$ cat config.mk
export PLATFORM = sky130hd
export DESIGN_NAME = sand_grid_sim_flat
export DESIGN_NICKNAME = d
export VERILOG_FILES = /design/src/rtl/sand_pkg.sv /design/src/rtl/sand_grid_sim_if.sv /design/src/rtl/sand_grid_sim_tilt_decode.sv /design/src/rtl/sand_grid_sim.sv /design/src/flat_wrapper.sv
export SDC_FILE = /design/constraint.sdc
export NUM_CORES = 1
export LEC_CHECK = 0
export ABC_AREA = 1
export BUFFER_PORTS_ARGS = -buffer_cell sky130_fd_sc_hd__buf_4
export CORE_MARGIN = 1
export CORE_UTILIZATION = 30
export CTS_BUF_LIST = sky130_fd_sc_hd__clkbuf_4 sky130_fd_sc_hd__clkbuf_8
export DETAILED_ROUTE_END_ITERATION = 10
export SLEW_MARGIN = 20
export SYNTH_ARGS = -nofsm -noshare
export SYNTH_HDL_FRONTEND = slang
export SYNTH_SLANG_ARGS = --single-unit
$ cat constraint.sdc
create_clock -name clock -period 5 [get_ports clock]
set_input_delay 0.25 -clock clock [delete_from_list [all_inputs] [get_ports clock]]
set_output_delay 0.25 -clock clock [all_outputs]
set_load 0.02 [all_outputs]
$ cat src/rtl/sand_pkg.sv
// Shared types and helpers for the falling-sand grid engine.
// Grid geometry, gravity/FSM enums and the sweep-order cell mapping.
package sand_pkg;

  localparam int GRID_N = 16;

  typedef enum logic [2:0] {
    NONE  = 3'd0,
    DOWN  = 3'd1,
    UP    = 3'd2,
    LEFT  = 3'd3,
    RIGHT = 3'd4
  } grav_dir_t;

  typedef enum logic [1:0] {
    IDLE    = 2'd0,
    SWEEP   = 2'd1,
    PUBLISH = 2'd2
  } sim_state_t;

  typedef struct packed {
    logic [3:0] row;
    logic [3:0] col;
  } cell_t;

  // Rows 0-3 full, everything else empty (row r lives in bits [16r +: 16]).
  localparam logic [GRID_N-1:0][GRID_N-1:0] INIT_GRID =
    {192'd0, 64'hFFFF_FFFF_FFFF_FFFF};

  // Sweep order visits the cells nearest the floor first, so a grain that
  // has just fallen is never visited again in the same step.
  function automatic cell_t cell_of(grav_dir_t dir, logic [3:0] i, logic [3:0] j);
    cell_t c;
    case (dir)
      DOWN:    begin c.row = 4'd15 - i; c.col = j;         end
      UP:      begin c.row = i;         c.col = j;         end
      RIGHT:   begin c.row = j;         c.col = 4'd15 - i; end
      LEFT:    begin c.row = j;         c.col = i;         end
      default: begin c.row = i;         c.col = j;         end
    endcase
    return c;
  endfunction

endpackage

$ cat src/rtl/sand_grid_sim_if.sv
// IMU-side and display-side signals of the sand grid engine.
// accel_valid qualifies accel_x/accel_y and is always accepted (no ready);
// frame_valid is a one-cycle strobe in the same cycle matrix takes its new value.
interface sand_grid_sim_if;
  import sand_pkg::*;

  logic signed [15:0]               accel_x;
  logic signed [15:0]               accel_y;
  logic                             accel_valid;
  logic [GRID_N-1:0][GRID_N-1:0]    matrix;
  logic                             frame_valid;
  logic                             busy;
  sim_state_t                       state_dbg;

  modport master (
    output accel_x, accel_y, accel_valid,
    input  matrix, frame_valid, busy, state_dbg
  );

  modport slave (
    input  accel_x, accel_y, accel_valid,
    output matrix, frame_valid, busy, state_dbg
  );

endinterface

$ cat src/rtl/sand_grid_sim_tilt_decode.sv
// Combinational tilt decoder: dominant accelerometer axis to gravity direction.
// Ties between |x| and |y| resolve horizontally; x = 0 on a tie means LEFT.
module tilt_decode
  import sand_pkg::*;
(
  input  logic signed [15:0] accel_x,
  input  logic signed [15:0] accel_y,
  input  logic signed [15:0] threshold,
  output grav_dir_t          dir
);

  // -32768 has no positive counterpart in 16 bits, so clamp it.
  function automatic logic [15:0] abs_sat(logic signed [15:0] v);
    if (v == 16'sh8000)   return 16'h7FFF;
    else if (v < 16'sd0)  return -v;
    else                  return v;
  endfunction

  logic [15:0] ax;
  logic [15:0] ay;
  logic        below_x;
  logic        below_y;

  always_comb begin
    ax      = abs_sat(accel_x);
    ay      = abs_sat(accel_y);
    below_x = $signed({1'b0, ax}) < $signed({threshold[15], threshold});
    below_y = $signed({1'b0, ay}) < $signed({threshold[15], threshold});
    dir     = NONE;
    if (!(below_x && below_y)) begin
      if (ay > ax) dir = (accel_y > 16'sd0) ? DOWN : UP;
      else         dir = (accel_x > 16'sd0) ? RIGHT : LEFT;
    end
  end

endmodule

$ cat src/rtl/sand_grid_sim.sv
// Falling-sand engine: one 256-cell in-place sweep per step, then publish.
// Build with SAND_DIAG_EN defined to let blocked grains slide diagonally.
module sand_grid_sim
  import sand_pkg::*;
#(
  parameter int                 STEP_CYCLES = 2_000_000,
  parameter logic signed [15:0] TILT_THRESH = 16'sd2000
) (
  input logic            clock,
  input logic            reset,
  sand_grid_sim_if.slave io
);

  localparam int TW = $clog2(STEP_CYCLES);

  logic [TW-1:0]                 timer;
  logic                          tick;
  sim_state_t                    state;
  sim_state_t                    state_n;
  logic [7:0]                    idx;
  grav_dir_t                     dir_q;
  grav_dir_t                     dir_dec;
  logic                          bias;
  logic signed [15:0]            held_x;
  logic signed [15:0]            held_y;
  logic [GRID_N-1:0][GRID_N-1:0] grid;
  logic [GRID_N-1:0][GRID_N-1:0] matrix_q;
  logic                          frame_valid_q;

  cell_t                         src;
  logic                          occupied;
  logic signed [5:0]             g_r, g_c;
  logic signed [5:0]             t0_r, t0_c;
  logic                          t0_free;
  logic                          move_en;
  logic [3:0]                    dst_r, dst_c;
`ifdef SAND_DIAG_EN
  logic signed [5:0]             p_r, p_c;
  logic signed [5:0]             t1_r, t1_c, t2_r, t2_c;
  logic                          t1_free, t2_free;
`endif

  function automatic logic in_grid(logic signed [5:0] r, logic signed [5:0] c);
    return (r >= 6'sd0) && (r < 6'sd16) && (c >= 6'sd0) && (c < 6'sd16);
  endfunction

  // Free-running step timer; a tick is only honoured from IDLE.
  always_ff @(posedge clock) begin
    if (reset)     timer <= '0;
    else if (tick) timer <= '0;
    else           timer <= timer + 1'b1;
  end

  assign tick = (timer == TW'(STEP_CYCLES - 1));

  tilt_decode u_tilt_decode (
    .accel_x   (held_x),
    .accel_y   (held_y),
    .threshold (TILT_THRESH),
    .dir       (dir_dec)
  );

  always_ff @(posedge clock) begin
    if (reset) state <= IDLE;
    else       state <= state_n;
  end

  always_comb begin
    state_n = state;
    case (state)
      IDLE:    if (tick) state_n = SWEEP;
      SWEEP:   if (idx == 8'hFF) state_n = PUBLISH;
      PUBLISH: state_n = IDLE;
      default: state_n = IDLE;
    endcase
  end

  always_comb begin
    io.busy      = (state != IDLE);
    io.state_dbg = state;
  end

  // Move decision for the cell visited this cycle; reads the in-place grid.
  always_comb begin
    src      = cell_of(dir_q, idx[7:4], idx[3:0]);
    occupied = grid[src.row][src.col];
    g_r      = 6'sd0;
    g_c      = 6'sd0;
    case (dir_q)
      DOWN:    g_r =  6'sd1;
      UP:      g_r = -6'sd1;
      RIGHT:   g_c =  6'sd1;
      LEFT:    g_c = -6'sd1;
      default: ;
    endcase
    t0_r    = $signed({2'b00, src.row}) + g_r;
    t0_c    = $signed({2'b00, src.col}) + g_c;
    t0_free = in_grid(t0_r, t0_c) && !grid[t0_r[3:0]][t0_c[3:0]];
`ifdef SAND_DIAG_EN
    // Perpendicular step follows the minor index: lower first unless bias.
    p_r     = (dir_q == LEFT || dir_q == RIGHT) ? (bias ? 6'sd1 : -6'sd1) : 6'sd0;
    p_c     = (dir_q == DOWN || dir_q == UP)    ? (bias ? 6'sd1 : -6'sd1) : 6'sd0;
    t1_r    = t0_r + p_r;
    t1_c    = t0_c + p_c;
    t2_r    = t0_r - p_r;
    t2_c    = t0_c - p_c;
    t1_free = in_grid(t1_r, t1_c) && !grid[t1_r[3:0]][t1_c[3:0]];
    t2_free = in_grid(t2_r, t2_c) && !grid[t2_r[3:0]][t2_c[3:0]];
`endif
    move_en = 1'b0;
    dst_r   = src.row;
    dst_c   = src.col;
    if (state == SWEEP && dir_q != NONE && occupied) begin
      if (t0_free) begin
        move_en = 1'b1;
        dst_r   = t0_r[3:0];
        dst_c   = t0_c[3:0];
      end
`ifdef SAND_DIAG_EN
      else if (t1_free) begin
        move_en = 1'b1;
        dst_r   = t1_r[3:0];
        dst_c   = t1_c[3:0];
      end else if (t2_free) begin
        move_en = 1'b1;
        dst_r   = t2_r[3:0];
        dst_c   = t2_c[3:0];
      end
`endif
    end
  end

  always_ff @(posedge clock) begin
    if (reset) begin
      grid          <= INIT_GRID;
      matrix_q      <= INIT_GRID;
      frame_valid_q <= 1'b0;
      bias          <= 1'b0;
      dir_q         <= NONE;
      idx           <= 8'd0;
      held_x        <= 16'sd0;
      held_y        <= 16'sd0;
    end else begin
      frame_valid_q <= 1'b0;
      if (io.accel_valid) begin
        held_x <= io.accel_x;
        held_y <= io.accel_y;
      end
      case (state)
        IDLE: begin
          if (tick) begin
            dir_q <= dir_dec;
            idx   <= 8'd0;
          end
        end
        SWEEP: begin
          idx <= idx + 8'd1;
          if (move_en) begin
            grid[src.row][src.col] <= 1'b0;
            grid[dst_r][dst_c]     <= 1'b1;
          end
        end
        PUBLISH: begin
          matrix_q      <= grid;
          frame_valid_q <= 1'b1;
          bias          <= ~bias;
        end
        default: ;
      endcase
    end
  end

  assign io.matrix      = matrix_q;
  assign io.frame_valid = frame_valid_q;

endmodule
$ cat src/flat_wrapper.sv
// flat-port wrapper written by rule: the top's interface ports become plain ports
module sand_grid_sim_flat import sand_pkg::*;
#(
  parameter int                 STEP_CYCLES = 2_000_000,
  parameter logic signed [15:0] TILT_THRESH = 16'sd2000
)
  (clock, reset, io_accel_x, io_accel_y, io_accel_valid, io_matrix, io_frame_valid, io_busy, io_state_dbg);
  sand_grid_sim_if io_i ();
  input logic clock;
  input logic reset;
  input wire logic [$bits(io_i.accel_x)-1:0] io_accel_x;
  input wire logic [$bits(io_i.accel_y)-1:0] io_accel_y;
  input wire logic [$bits(io_i.accel_valid)-1:0] io_accel_valid;
  output wire logic [$bits(io_i.matrix)-1:0] io_matrix;
  output wire logic [$bits(io_i.frame_valid)-1:0] io_frame_valid;
  output wire logic [$bits(io_i.busy)-1:0] io_busy;
  output wire logic [$bits(io_i.state_dbg)-1:0] io_state_dbg;
  assign io_i.accel_x = io_accel_x;
  assign io_i.accel_y = io_accel_y;
  assign io_i.accel_valid = io_accel_valid;
  assign io_matrix = io_i.matrix;
  assign io_frame_valid = io_i.frame_valid;
  assign io_busy = io_i.busy;
  assign io_state_dbg = io_i.state_dbg;
  sand_grid_sim #(.STEP_CYCLES(STEP_CYCLES), .TILT_THRESH(TILT_THRESH)) u_core (.clock(clock), .reset(reset), .io(io_i));
endmodule
==> results_dict.tcl <==
set metrics [dict create \
    status "finished, final reports clean" \
    maxCapViolations 0 \
    leakage_nw 14.94 \
    num_rows 116 \
    r2r_cells 28 \
    dieArea_mm2 0.1026 \
    swShare 0.2425 \
    yosysWarnings 0 \
    end_kind "flip-flop" \
    synth_top_area_frac 0.3815 \
    fin_setup_tns_ns 0 \
    multi_input_area_mm2 0.01643 \
    cp.required_ns 5.61 \
    crit_type "flip-flop to flip-flop" \
    cp_max_fo 26 \
    p_seq_frac 0.451 \
    grt_pass1_vias 30933 \
    start_util 0.3030 \
    syn-num-nets 4665 \
    grt_antenna_before_repair 8 \
    rsz0062_at_grt "yes" \
    clkPwrFrac 0.512 \
    routabilityCongestion 1.018 \
    drtPass1Iterations 6 \
    cts-root-buf "clkbuf_8" \
    grt_pass1_wl_um 204200 \
    synthFlopType "dfxtp_1" \
    seq_area_frac_synth 0.3815 \
    wl_um 141300 \
    startpoint "u_core.dir_q[2]" \
    htree_levels 3 \
    drc 0 \
    synth_cells 4598 \
    report.final.setup_viol 0 \
    p_int_mw 7.819 \
    cts.sinks 579 \
    critPathArrivalTime_ns 5.47 \
    fill_cells 10642 \
    die_h_um 320.3 \
    grt-ovfl-total 0 \
    synth_common_cells "nand2_1, dfxtp_1, o21ai_0" \
    cts_tree "built" \
    worstHoldPathType "input pin to flip-flop" \
    syn_area_mm2 0.03039 \
    portBuffers 294 \
    r2r_start "u_core.dir_q[2]" \
    synth_edf_count 0 \
    start_kind "flip-flop" \
    cts-buffers-inserted 105 \
    area_growth_pct 24.92 \
    hold_violations 0 \
    synthTopCellsByArea "dfxtp_1, nand2_1, o21ai_0" \
    ant_nets 0 \
    die_x_um 320.3 \
    fmaxAchievable_ghz 0.2056 \
    slowest_stage "fa_2" \
    min_from "io_accel_valid" \
    initialDrtViolationCount 3676 \
    ys_ff_latch 579 \
    min_period_ns 4.864 \
    grt_usage 0.2625 \
    ios 295 \
    cp_common_cell "nand3_1" \
    clkSlewWorstSetupHoldPaths_ns 0.06 \
    slew_viol_final 0 \
    skew_ns 0.06086 \
    tightest_slew_ns 1.204 \
    clk_latency_ns 0.78 \
    cpPeakStageDelay_ns 0.60 \
    slew_headroom 0.1963 \
    regArea_mm2 0.01160 \
    power_density_mw_per_mm2 271.9 \
    async_flop_share 0 \
    nNetsFinal 4934 \
    total_power_mw 10.32 \
    fin_crit_sh 0.9728 \
    coreArea_mm2 0.1003 \
    layout-drive-gt1-share 0.1614 \
    synth.most_common_cell "nand2_1" \
    p_switching_mw 2.503 \
    avgSynthCellArea_um2 6.609 \
    grt_max_degree 150 \
    vias 33730 \
    viasPerCell 5.346 \
    combPwrFrac 0.037 \
    ir_worst_vdd_mv 0.1996 \
    wl_per_cell_um 22.40 \
    min_path_cells 3 \
    synthDistinctLibCells 46 \
    yosys.area.top_type "dfxtp_1" \
    dp_hpwl_um 96290 \
    cts_buffer_depth 3 \
]
-- path summary, 6_finish.rpt --
path,to,slack (ns)
worst max-delay path,u_core.grid[193],0.14
worst min-delay path,u_core.held_x[11],0.14
worst min register to register,u_core.timer[0],0.45
worst max register to register,u_core.grid[193],0.14
-- registers in the layout, summed over array words and instances, names as in the netlist --
register / count
u_core.held_y: 16
u_core.io.frame_valid: 1
u_core.timer: 21
u_core.grid: 256
u_core.dir_q: 3
u_core.held_x: 16
u_core.io.state_dbg: 2
u_core.idx: 8
u_core.io.matrix: 256
-- cell usage in the layout, fill, tap and decap left out, types with 69 or more instances in the layout --
| master | instances |
|---|---|
| buf_4 | 395 |
| dfxtp_1 | 576 |
| nand2_1 | 1099 |
| nand3_1 | 417 |
| clkbuf_8 | 135 |
| o21ai_1 | 69 |
| o21ai_0 | 568 |
| a21oi_1 | 559 |
| inv_1 | 242 |
| nor2_1 | 357 |
-- final cells by class --
type,count,share of cell area
diodes,2,0.0001318
clock buffers,161,0.05392
clock inverters,29,0.01075
inverters,256,0.02610
multi-input cells,3411,0.4328
flip-flops and latches,579,0.3055
well taps,1357,0.04473
repair buffers,514,0.1261
-- logic make-up after synthesis --
logic type | after synthesis | share of synthesized area
AO/OA/AOI/OAI | 1261 | 0.2131
XOR/XNOR | 27 | 0.007782
adder cells (fa/ha/maj) | 32 | 0.01367
buffers and inverters | 610 | 0.08363
flip-flops | 579 | 0.3815
AND/OR/NAND/NOR | 2089 | 0.3003
-- worst max-delay path: cells and delay by family, from the launching register on --
kind	cells	cell delay [ns]
simple gates	15	2.00
buf+inv	7	0.96
fa+ha+maj	2	0.78
compound gates	4	0.54
flops	1	0.38
-- power by group through the flow --
| stage | clock (mW) | combinational, mW | sequential [mW] |
|---|---|---|---|
| final | 5.28 | 0.381 | 4.66 |
| after global routing | 5.59 | 0.430 | 4.66 |
| after CTS | 5.38 | 0.382 | 4.66 |
| after detailed placement | 0 | 0.350 | 4.76 |
| after global placement | 0 | 0.345 | 4.76 |
| after floorplan | 0 | 0.249 | 4.75 |
-- metal layers --
layer / vias to the layer above / global-route usage / share of wire
li1: 15830 / - / -
met1: 15757 / 0.3291 / 0.40
met2: 1735 / 0.4134 / 0.45
met3: 396 / 0.06302 / 0.094
met4: 12 / 0.1433 / 0.058
met5: - / 0 / 0.00057
-- per-stage QoR --
step	hold WS [ns]	std cells	util	worst slack, ns	instance area [um^2]
after CTS	0.07937	6298	0.3757	0.1114	37680
after floorplan	0.3849	4598	-	0.4024	30390
final	0.1437	6309	0.3785	0.1361	37960
after detailed placement	0.4453	6062	0.3467	0.1711	34770
after global routing	0.1545	6309	0.3785	0.003592	37960
after global placement	0.4299	6062	0.3467	0.1328	34770
-- timing repair --
action | CTS | global route
setup buffers | 0 | 4
gates resized for setup | 0 | 36
setup endpoints to repair | 0 | 256
hold endpoints to repair | 33 | 0
hold buffers | 46 | 0
No activity file was read; power rests on OpenSTA's default activity.
